<file path="src/rtl/mem_stage_fwd_source.sv">
// MEM stage of the pipelined LEGv8 core.
// Holds the EX/MEM and MEM/WB pipeline registers and runs the variable-latency
// data-memory handshake. Upstream stages are frozen while an access is outstanding.
// Also supplies the forwarding sources that EX reads back.
module mem_stage_fwd_source #(
  parameter int N        = 64,
  parameter int MAX_WAIT = 8
) (
  input  logic         clk,
  input  logic         reset,
  input  logic [N-1:0] aluResult_E,
  input  logic [N-1:0] writeData_E,
  input  logic [4:0]   RegRd_E,
  input  logic         regWrite_E,
  input  logic         memRead_E,
  input  logic         memWrite_E,
  input  logic         memtoReg_E,
  output logic [N-1:0] EX_MEMResult,
  output logic [4:0]   EX_MEMRegRd,
  output logic         EX_MEMregWrite,
  output logic [N-1:0] memoryResult,
  output logic [4:0]   MEM_WBRegRd,
  output logic         MEM_WBregWrite,
  output logic         stall,
  output logic         dm_req,
  output logic         dm_we,
  output logic [N-1:0] dm_addr,
  output logic [N-1:0] dm_wdata,
  input  logic [N-1:0] dm_rdata,
  input  logic         dm_ack,
  output logic         dm_err
);

  localparam int CW = (MAX_WAIT > 2) ? $clog2(MAX_WAIT) : 1;
  localparam logic [CW-1:0] CNT_LAST = CW'(MAX_WAIT - 1);
  localparam logic [CW-1:0] CNT_ZERO = CW'(0);
  localparam logic [CW-1:0] CNT_ONE  = CW'(1);

  typedef enum logic [0:0] {
    ST_IDLE = 1'b0,
    ST_BUSY = 1'b1
  } state_t;

  // EX/MEM pipeline register
  logic [N-1:0] exm_result_r;
  logic [N-1:0] exm_wdata_r;
  logic [4:0]   exm_rd_r;
  logic         exm_regwrite_r;
  logic         exm_memread_r;
  logic         exm_memwrite_r;
  logic         exm_memtoreg_r;

  // MEM/WB pipeline register
  logic [N-1:0] mwb_result_r;
  logic [4:0]   mwb_rd_r;
  logic         mwb_regwrite_r;

  // Handshake FSM
  state_t       state_r;
  state_t       state_next_s;
  logic [CW-1:0] cnt_r;
  logic [CW-1:0] cnt_next_s;
  logic         err_r;

  logic         memop_s;
  logic         req_s;
  logic         ack_s;
  logic         done_s;
  logic         stall_s;
  logic         timeout_s;
  logic [N-1:0] load_data_s;
  logic [N-1:0] wb_value_s;

  // Request, completion and stall decode; next state of the wait counter
  always_comb begin
    memop_s      = exm_memread_r | exm_memwrite_r;
    req_s        = 1'b0;
    state_next_s = ST_IDLE;
    cnt_next_s   = CNT_ZERO;
    case (state_r)
      ST_IDLE: req_s = memop_s;
      ST_BUSY: req_s = 1'b1;
      default: req_s = 1'b0;
    endcase
    if (reset) begin
      req_s = 1'b0;
    end else begin
      req_s = req_s;
    end
    // An acknowledge with no request outstanding is not ours; ignore it.
    ack_s     = dm_ack & req_s;
    done_s    = req_s & (dm_ack | (cnt_r == CNT_LAST));
    stall_s   = req_s & ~done_s;
    timeout_s = done_s & ~dm_ack;
    if (done_s) begin
      state_next_s = ST_IDLE;
      cnt_next_s   = CNT_ZERO;
    end else if (req_s) begin
      state_next_s = ST_BUSY;
      cnt_next_s   = cnt_r + CNT_ONE;
    end else begin
      state_next_s = ST_IDLE;
      cnt_next_s   = CNT_ZERO;
    end
    // A timed-out load returns zero rather than whatever is on the bus.
    if (ack_s) begin
      load_data_s = dm_rdata;
    end else begin
      load_data_s = {N{1'b0}};
    end
    if (exm_memtoreg_r) begin
      wb_value_s = load_data_s;
    end else begin
      wb_value_s = exm_result_r;
    end
  end

  // FSM state, wait counter and sticky timeout flag
  always_ff @(posedge clk) begin
    if (reset) begin
      state_r <= ST_IDLE;
      cnt_r   <= CNT_ZERO;
      err_r   <= 1'b0;
    end else begin
      state_r <= state_next_s;
      cnt_r   <= cnt_next_s;
      if (timeout_s) begin
        err_r <= 1'b1;
      end
    end
  end

  // EX/MEM register: capture when the pipe advances, hold while stalled
  always_ff @(posedge clk) begin
    if (reset) begin
      exm_result_r   <= {N{1'b0}};
      exm_wdata_r    <= {N{1'b0}};
      exm_rd_r       <= 5'd0;
      exm_regwrite_r <= 1'b0;
      exm_memread_r  <= 1'b0;
      exm_memwrite_r <= 1'b0;
      exm_memtoreg_r <= 1'b0;
    end else if (!stall_s) begin
      exm_result_r   <= aluResult_E;
      exm_wdata_r    <= writeData_E;
      exm_rd_r       <= RegRd_E;
      // XZR writes are dropped here so they can never be forwarded.
      exm_regwrite_r <= regWrite_E & (RegRd_E != 5'd31);
      exm_memread_r  <= memRead_E;
      exm_memwrite_r <= memWrite_E;
      exm_memtoreg_r <= memtoReg_E;
    end
  end

  // MEM/WB register: advance with the pipe, insert a bubble while stalled
  always_ff @(posedge clk) begin
    if (reset) begin
      mwb_result_r   <= {N{1'b0}};
      mwb_rd_r       <= 5'd0;
      mwb_regwrite_r <= 1'b0;
    end else if (!stall_s) begin
      mwb_result_r   <= wb_value_s;
      mwb_rd_r       <= exm_rd_r;
      mwb_regwrite_r <= exm_regwrite_r;
    end else begin
      mwb_regwrite_r <= 1'b0;
    end
  end

  assign EX_MEMResult   = exm_result_r;
  assign EX_MEMRegRd    = exm_rd_r;
  assign EX_MEMregWrite = exm_regwrite_r;
  assign memoryResult   = mwb_result_r;
  assign MEM_WBRegRd    = mwb_rd_r;
  assign MEM_WBregWrite = mwb_regwrite_r;
  assign stall          = stall_s;
  assign dm_req         = req_s;
  assign dm_we          = exm_memwrite_r;
  assign dm_addr        = exm_result_r;
  assign dm_wdata       = exm_wdata_r;
  assign dm_err         = err_r;

endmodule

</file>
<file path="config.mk">
export PLATFORM = sky130hd
export DESIGN_NAME = mem_stage_fwd_source
export DESIGN_NICKNAME = d
export VERILOG_FILES = /design/src/rtl/mem_stage_fwd_source.sv
export SDC_FILE = /design/constraint.sdc
export NUM_CORES = 1
export LEC_CHECK = 0
export ABC_CLOCK_PERIOD_IN_PS = 3800
export CAP_MARGIN = 20
export CELL_PAD_IN_SITES_DETAIL_PLACEMENT = 0
export CELL_PAD_IN_SITES_GLOBAL_PLACEMENT = 2
export CORE_AREA = 2 2 197 199
export CTS_BUF_LIST = sky130_fd_sc_hd__clkbuf_4 sky130_fd_sc_hd__clkbuf_8 sky130_fd_sc_hd__clkbuf_16
export DETAILED_ROUTE_END_ITERATION = 6
export DIE_AREA = 0 0 199 201
export PLACE_DENSITY_LB_ADDON = 0.1
export SYNTH_ARGS = -nofsm -noshare
export SYNTH_HDL_FRONTEND = slang
export SYNTH_SLANG_ARGS = --single-unit
</file>
<file path="constraint.sdc">
create_clock -name clk -period 3.8 [get_ports clk]
set_input_delay 0.57 -clock clk [delete_from_list [all_inputs] [get_ports clk]]
set_output_delay 0.57 -clock clk [all_outputs]
set_load 0.005 [all_outputs]
</file>
==> results of run 1 <==
==> cell type report <==
type / count / area, um^2 / area share
repair buffers: 486 / 4890 / 0.331
clock inverters: 6 / 80.1 / 0.00541
inverters: 5 / 21.3 / 0.00144
multi-input cells: 556 / 4040 / 0.273
well taps: 518 / 648 / 0.0438
clock buffers: 41 / 853 / 0.0577
diodes: 6 / 15.0 / 0.00101
flip-flops and latches: 212 / 4250 / 0.287
==> through the flow <==
stage	cells	worst slack, ps	total power [uW]
after global routing	1829	719	6860
after detailed placement	1777	981	3940
after floorplan	949	1630	3150
after global placement	1777	965	3930
after CTS	1824	803	6680
final	1830	860	6560
==> sequential cells by signal, summed over array words and instances (netlist names) <==
signal / flops
cnt_r: 3
EX_MEMregWrite: 1
EX_MEMResult: 64
MEM_WBRegRd: 5
memoryResult: 64
exm_memtoreg_r: 1
MEM_WBregWrite: 1
dm_wdata: 64
dm_we: 1
dm_err: 1
EX_MEMRegRd: 5
exm_memread_r: 1
state_r: 1
==> cell usage in the layout (no fill, tap or decap) <==
cell type and instances:
clkdlybuf4s50_1 474, clkbuf_16 29, a31o_1 16, clkbuf_8 6, and2_1 2, or3_4 1
bufinv_16 2, inv_1 4, nand3_1 65, dfxtp_1 211, nor2_1 4, nor3_1 65
and3_1 1, ha_1 2, clkbuf_4 6, a311oi_1 64, a22o_1 1, a31o_2 125
buf_12 5, nand2_1 1, nor3b_1 139, buf_2 1, mux2_2 1, or3_2 1
dfxtp_2 1, inv_4 1, diode_2 6, nand2b_1 64, and3b_2 1, o211a_1 1
nor3_4 1, nand2b_4 1, buf_4 6, clkinv_2 4
==> metal layers <==
layer / vias up / global-route usage / share of wire
li1: 4149 / - / -
met3: 44 / 0.0699 / 0.090
met1: 4170 / 0.231 / 0.42
met4: 2 / 0.0541 / 0.020
met5: - / 0 / 0.00033
met2: 300 / 0.308 / 0.47
==> cell families (layout without fill, tap and decap cells) <==
| group | after synthesis | after routing | synth area share |
|---|---|---|---|
| compound gates | 207 | 207 | 0.194 |
| fa+ha+maj | 2 | 2 | 0.00267 |
| buf+inv | 181 | 538 | 0.118 |
| flops | 212 | 212 | 0.453 |
| mux | 1 | 1 | 0.00120 |
| other cells | 0 | 6 | 0 |
| simple gates | 346 | 346 | 0.232 |
==> worst max-delay path: stages, from the launching register on <==
cell	delay (ps)
dfxtp_1	310
ha_1	190
ha_1	190
or3_4	350
nand2b_4	160
inv_1	90
clkdlybuf4s50_1	550
==> how the worst min path moves through the flow <==
stage                     cells past startpoint      from        to  slack [ps]
after floorplan                               1  cnt_r[0]  cnt_r[0]         400
after global placement                        1  cnt_r[0]  cnt_r[0]         410
after detailed placement                      1  cnt_r[0]  cnt_r[0]         410
after CTS                                     1  cnt_r[0]  cnt_r[0]         420
after global routing                          1  cnt_r[0]  cnt_r[0]         450
final                                         1  cnt_r[0]  cnt_r[0]         410
==> report_power, final <==
| group | switching (uW) | internal, uW | total, uW |
|---|---|---|---|
| clock | 1020 | 1670 | 2690 |
| combinational | 547 | 778 | 1330 |
| sequential | 134 | 2410 | 2540 |
| total | 1700 | 4850 | 6560 |
==> metrics.csv, run 1 <==
metric;value;unit
Area growth syn-to-layout;57.9;%
share of layout cells above drive strength 1;0.147;
asr flop ratio synth;0;
unrepaired setup endpoints after global routing;false;
end of the worst register-to-register path;EX_MEMregWrite;
CTS tree;built;
DR WL/cell;21.6;um
Worst R2R Start;dm_we;
critical path startpoint;cnt_r[0];
failing checks;max-slew violations;
Top Ports;476;
Worst-Margin Slew;1550;ps
GRT Overall Usage;0.189;
R2R depth;4;
# hold bufs at CTS;0;
starting density of the core;0.246;
top-count cell post-synth;dfxtp_1;
Post-synth top cells;dfxtp_1, nor3b_1, a31o_2, clkbuf_1;
CP arrival;2370;ps
worst-case clock buffer depth;3;
H-tree Lvls;1;
Peak Freq;0.340;GHz
syn nets;1155;
PortBufs;475;
flop-to-flop setup slack;1310;ps
synth top area cells;dfxtp_1, a31o_2, nor3b_1, a311oi_1, buf_4;
Yosys cell types;27;
Routed Wire Length;39.5;mm
Die Area;0.0400;mm^2
Final Cycle Share;0.774;
clk_skew;17.6;ps
Post-synth EDFFs;0;
HP Class;flop to flop;
Crit Path Class;flop to output port;
Worst setup EP type;output port;
initial DRC count;408;
global route total overflow;0;
core region area;0.0381;mm^2
Synth Register Bits;212;
largest net degree at the start of global routing;210;
P_leak;0.00509;uW
Final Util;0.388;
Seq/Total Area, Yosys;0.453;
minimum clock period;2940;ps
Worst-path clk slew;60;ps
DRT antenna net count;0;
post-CTS sizing;0;
TritonCTS Buffers;28;
Final Hold Vio Count;0;
row count;72;
ys flop type;dfxtp_1;
Setup crit end;stall;
first-pass GRT wire length;57.6;mm
DRC errors left;0;
Peak supply drop;0.000307;V
DR vias;8665;
Design Area, Final;0.0148;mm^2
Crit Path Max Fanout;3;
synthesized area per cell;9.88;um^2
Synth Warn #;0;
vias in the first global route;8717;
Post-Place Cell Area;0.0139;mm^2
GP Congestion;0.717;
post-CTS setup buffers;0;
via/cell ratio;4.73;
CP required;3230;ps
Sum Neg Setup Slack;0;ps
Clk Latency, worst-skew pair;540;ps
final net count;1495;
post-synth top area cell;dfxtp_1;
Finish-stage setup viols;0;
worst hold slack;414;ps
crit start category;flop;
DRT Pass-1 Iters;5;
chip width;199;um
Power Density;443;mW/mm^2
Slew Limit Headroom;-0.0364;
CTS sink cnt;212;
Final Max Slew Viols;56;
max cap viols;0;
Die H;201;um
top-area cell type share of the netlist area;0.453;
mapped cell area;0.00938;mm^2
Fill cells;3811;
cell count after synthesis;949;
initial antenna violation count;7;
root buffer cell;clkbuf_16;
HPWL after DPL;24.5;mm
status;finished, violations left;
No activity file was read; power rests on OpenSTA's default activity.
==> run 2, diff against run 1 <==
--- a/config.mk
+++ b/config.mk
@@ -5,14 +5,14 @@
 export SDC_FILE = /design/constraint.sdc
 export NUM_CORES = 1
 export LEC_CHECK = 0
-export ABC_CLOCK_PERIOD_IN_PS = 3800
+export ABC_CLOCK_PERIOD_IN_PS = 2600
 export CAP_MARGIN = 20
 export CELL_PAD_IN_SITES_DETAIL_PLACEMENT = 0
 export CELL_PAD_IN_SITES_GLOBAL_PLACEMENT = 2
-export CORE_AREA = 2 2 197 199
+export CORE_AREA = 2 2 215 217
 export CTS_BUF_LIST = sky130_fd_sc_hd__clkbuf_4 sky130_fd_sc_hd__clkbuf_8 sky130_fd_sc_hd__clkbuf_16
 export DETAILED_ROUTE_END_ITERATION = 6
-export DIE_AREA = 0 0 199 201
+export DIE_AREA = 0 0 217 219
 export PLACE_DENSITY_LB_ADDON = 0.1
 export SYNTH_ARGS = -nofsm -noshare
 export SYNTH_HDL_FRONTEND = slang
==> constraint.sdc (replaced) <==
create_clock -name clk -period 2.6 [get_ports clk]
set_input_delay 0.39 -clock clk [delete_from_list [all_inputs] [get_ports clk]]
set_output_delay 0.39 -clock clk [all_outputs]
set_load 0.005 [all_outputs]
==> metrics.csv, run 2 (synthesized netlist as in run 1, its figures left out) <==
metric;value;unit;change
Clk Latency, worst-skew pair;560;ps;was 540 ps
HPWL after DPL;26.3;mm;was 24.5 mm
initial DRC count;398;;was 408
GRT Overall Usage;0.168;;was 0.189
first-pass GRT wire length;60.6;mm;was 57.6 mm
Finish-stage setup viols;0;;unchanged
Peak Freq;0.415;GHz;
Die H;219;um;was 201 um
worst-case clock buffer depth;3;;unchanged
initial antenna violation count;7;;unchanged
Critical Path Max Stage Delay;350;ps;was 550 ps
final std cells w/o fill;1918;;was 1830
most used cell, CP;ha_1;;unchanged
Crit Path Class;flop to output port;;unchanged
DR WL/cell;21.9;um;was 21.6 um
CTS tree;built;;unchanged
Final Hold Vio Count;0;;unchanged
Area growth syn-to-layout;60.0;%;was 57.9%
flop-to-flop setup slack;250;ps;was 1310 ps
Crit Path Max Fanout;3;;unchanged
Power Density;647;mW/mm^2;was 443 mW/mm^2
DR vias;8724;;was 8665
Die Area;0.0475;mm^2;was 0.0400 mm^2
cell count after placement;1864;;was 1777
share of layout cells above drive strength 1;0.153;;was 0.147
highest-count cells in the layout ignoring fill and taps;clkdlybuf4s50_1, dfxtp_1, nor3b_1;;unchanged
P_leak;0.00513;uW;was 0.00509 uW
unrepaired setup endpoints after global routing;false;;unchanged
starting density of the core;0.208;;was 0.246
CP Buf/Inv Count;2;;unchanged
Worst-path clk slew;60;ps;about the same
row count;78;;was 72
post-CTS sizing;1;;was 0
CP required;2210;ps;was 3230 ps
CP arrival;2020;ps;was 2370 ps
CP delay by family, top;simple AND/OR/NAND/NOR gates;;was buffers and inverters
crit-path cells;ha_1, ha_1, or3_4, nand2b_4, inv_1, clkbuf_2;;was ha_1, ha_1, or3_4, nand2b_4, inv_1, clkdlybuf4s50_1
Routed Wire Length;41.9;mm;was 39.5 mm
DRT Pass-1 Iters;4;;was 5
HP Class;input port to flop;;was flop to flop
vias in the first global route;8593;;was 8717
CTS sink cnt;212;;unchanged
crit start category;flop;;unchanged
GP Congestion;0.725;;was 0.717
minimum clock period;2410;ps;
Placement Setup Slack;67.2;ps;was 981 ps
Worst-Margin Slew;1140;ps;was 1550 ps
Final Cycle Share;0.927;;
Slew Limit Headroom;0.240;;was -0.0364
root buffer cell;clkbuf_16;;unchanged
max cap viols;0;;unchanged
commonest non-fill, non-tap cell in the layout;clkdlybuf4s50_1;;unchanged
Peak supply drop;0.000355;V;was 0.000307 V
Worst setup EP type;output port;;unchanged
worst hold slack;419;ps;was 414 ps
H-tree Lvls;1;;unchanged
critical path's slowest cell;or3_4;;was clkdlybuf4s50_1
core region area;0.0451;mm^2;was 0.0381 mm^2
Final Max Slew Viols;0;;was 56
TritonCTS Buffers;29;;was 28
chip width;217;um;was 199 um
PortBufs;475;;unchanged
overall power;9700;uW;was 6560 uW
Top Ports;476;;unchanged
post-CTS setup buffers;0;;unchanged
final setup margin;191;ps;was 860 ps
clk_skew;15.2;ps;was 17.6 ps
# hold bufs at CTS;0;;unchanged
Sum Neg Setup Slack;0;ps;unchanged
global route total overflow;0;;unchanged
status;finished clean;;was finished, violations left
largest net degree at the start of global routing;210;;unchanged
via/cell ratio;4.55;;was 4.73
DRT antenna net count;0;;unchanged
DRC errors left;0;;unchanged
final net count;1501;;was 1495
==> run 2: changes by cell type in the layout (fill, tap and decap cells not counted), sizes merged <==
| cell | previous run | this run |
|---|---|---|
| bufinv | 2 | 1 |
| inv | 5 | 6 |
| clkbuf | 41 | 43 |
| clkdlybuf4s50 | 474 | 473 |
| diode | 6 | 4 |
| buf | 12 | 17 |
| clkinvlp | 0 | 2 |
==> run 2: worst reg2reg max path, stage by stage, from the launching register on <==
cell and delay (ps):
dfxtp_1 340, or3_2 580, nand2b_4 120, buf_12 730, a311oi_1 390
==> run 2: through the flow <==
stage,util,area [um^2]
final,0.333,15000
after global routing,0.333,15000
after CTS,0.333,15000
after detailed placement,0.311,14000
after global placement,0.311,14000
after floorplan,-,9380
==> run 2: worst paths after layout <==
path	from	cells after the start	end
max	cnt_r[0]	6	stall
min	dm_rdata[62]	3	memoryResult[62]
max reg2reg	dm_we	4	memoryResult[11]
min reg2reg	cnt_r[0]	1	cnt_r[0]
==> run 2: routing by layer <==
metal,global-route usage,share of wire,up-vias
met5,0,0.00088,-
li1,-,-,4172
met3,0.0657,0.089,45
met2,0.268,0.47,293
met4,0.0352,0.015,6
met1,0.213,0.43,4208
==> run 2: cell type report <==
cell class	count	area, um^2
Inverter	5	21.3
Fill cell	4674	30100
Clock inverter	8	73.8
Timing Repair Buffer	491	4980
Tap cell	600	751
Antenna cell	4	10.0
Clock buffer	42	880
Sequential cell	212	4250
Multi-Input combinational cell	556	4040
==> run 2: where the power goes <==
group | switching [uW] | total [uW] | internal, uW
Sequential | 201 | 3720 | 3520
Combinational | 822 | 1980 | 1150
Clock | 1590 | 4010 | 2420
Total | 2610 | 9700 | 7090
==> run 3, diff against run 2 <==
--- a/config.mk
+++ b/config.mk
@@ -13,6 +13,7 @@
 export CTS_BUF_LIST = sky130_fd_sc_hd__clkbuf_4 sky130_fd_sc_hd__clkbuf_8 sky130_fd_sc_hd__clkbuf_16
 export DETAILED_ROUTE_END_ITERATION = 6
 export DIE_AREA = 0 0 217 219
+export GPL_ROUTABILITY_DRIVEN = 0
 export PLACE_DENSITY_LB_ADDON = 0.1
 export SYNTH_ARGS = -nofsm -noshare
 export SYNTH_HDL_FRONTEND = slang
==> results of run 3 <==
Final layout, timing and power as in run 2 (identical DEF).
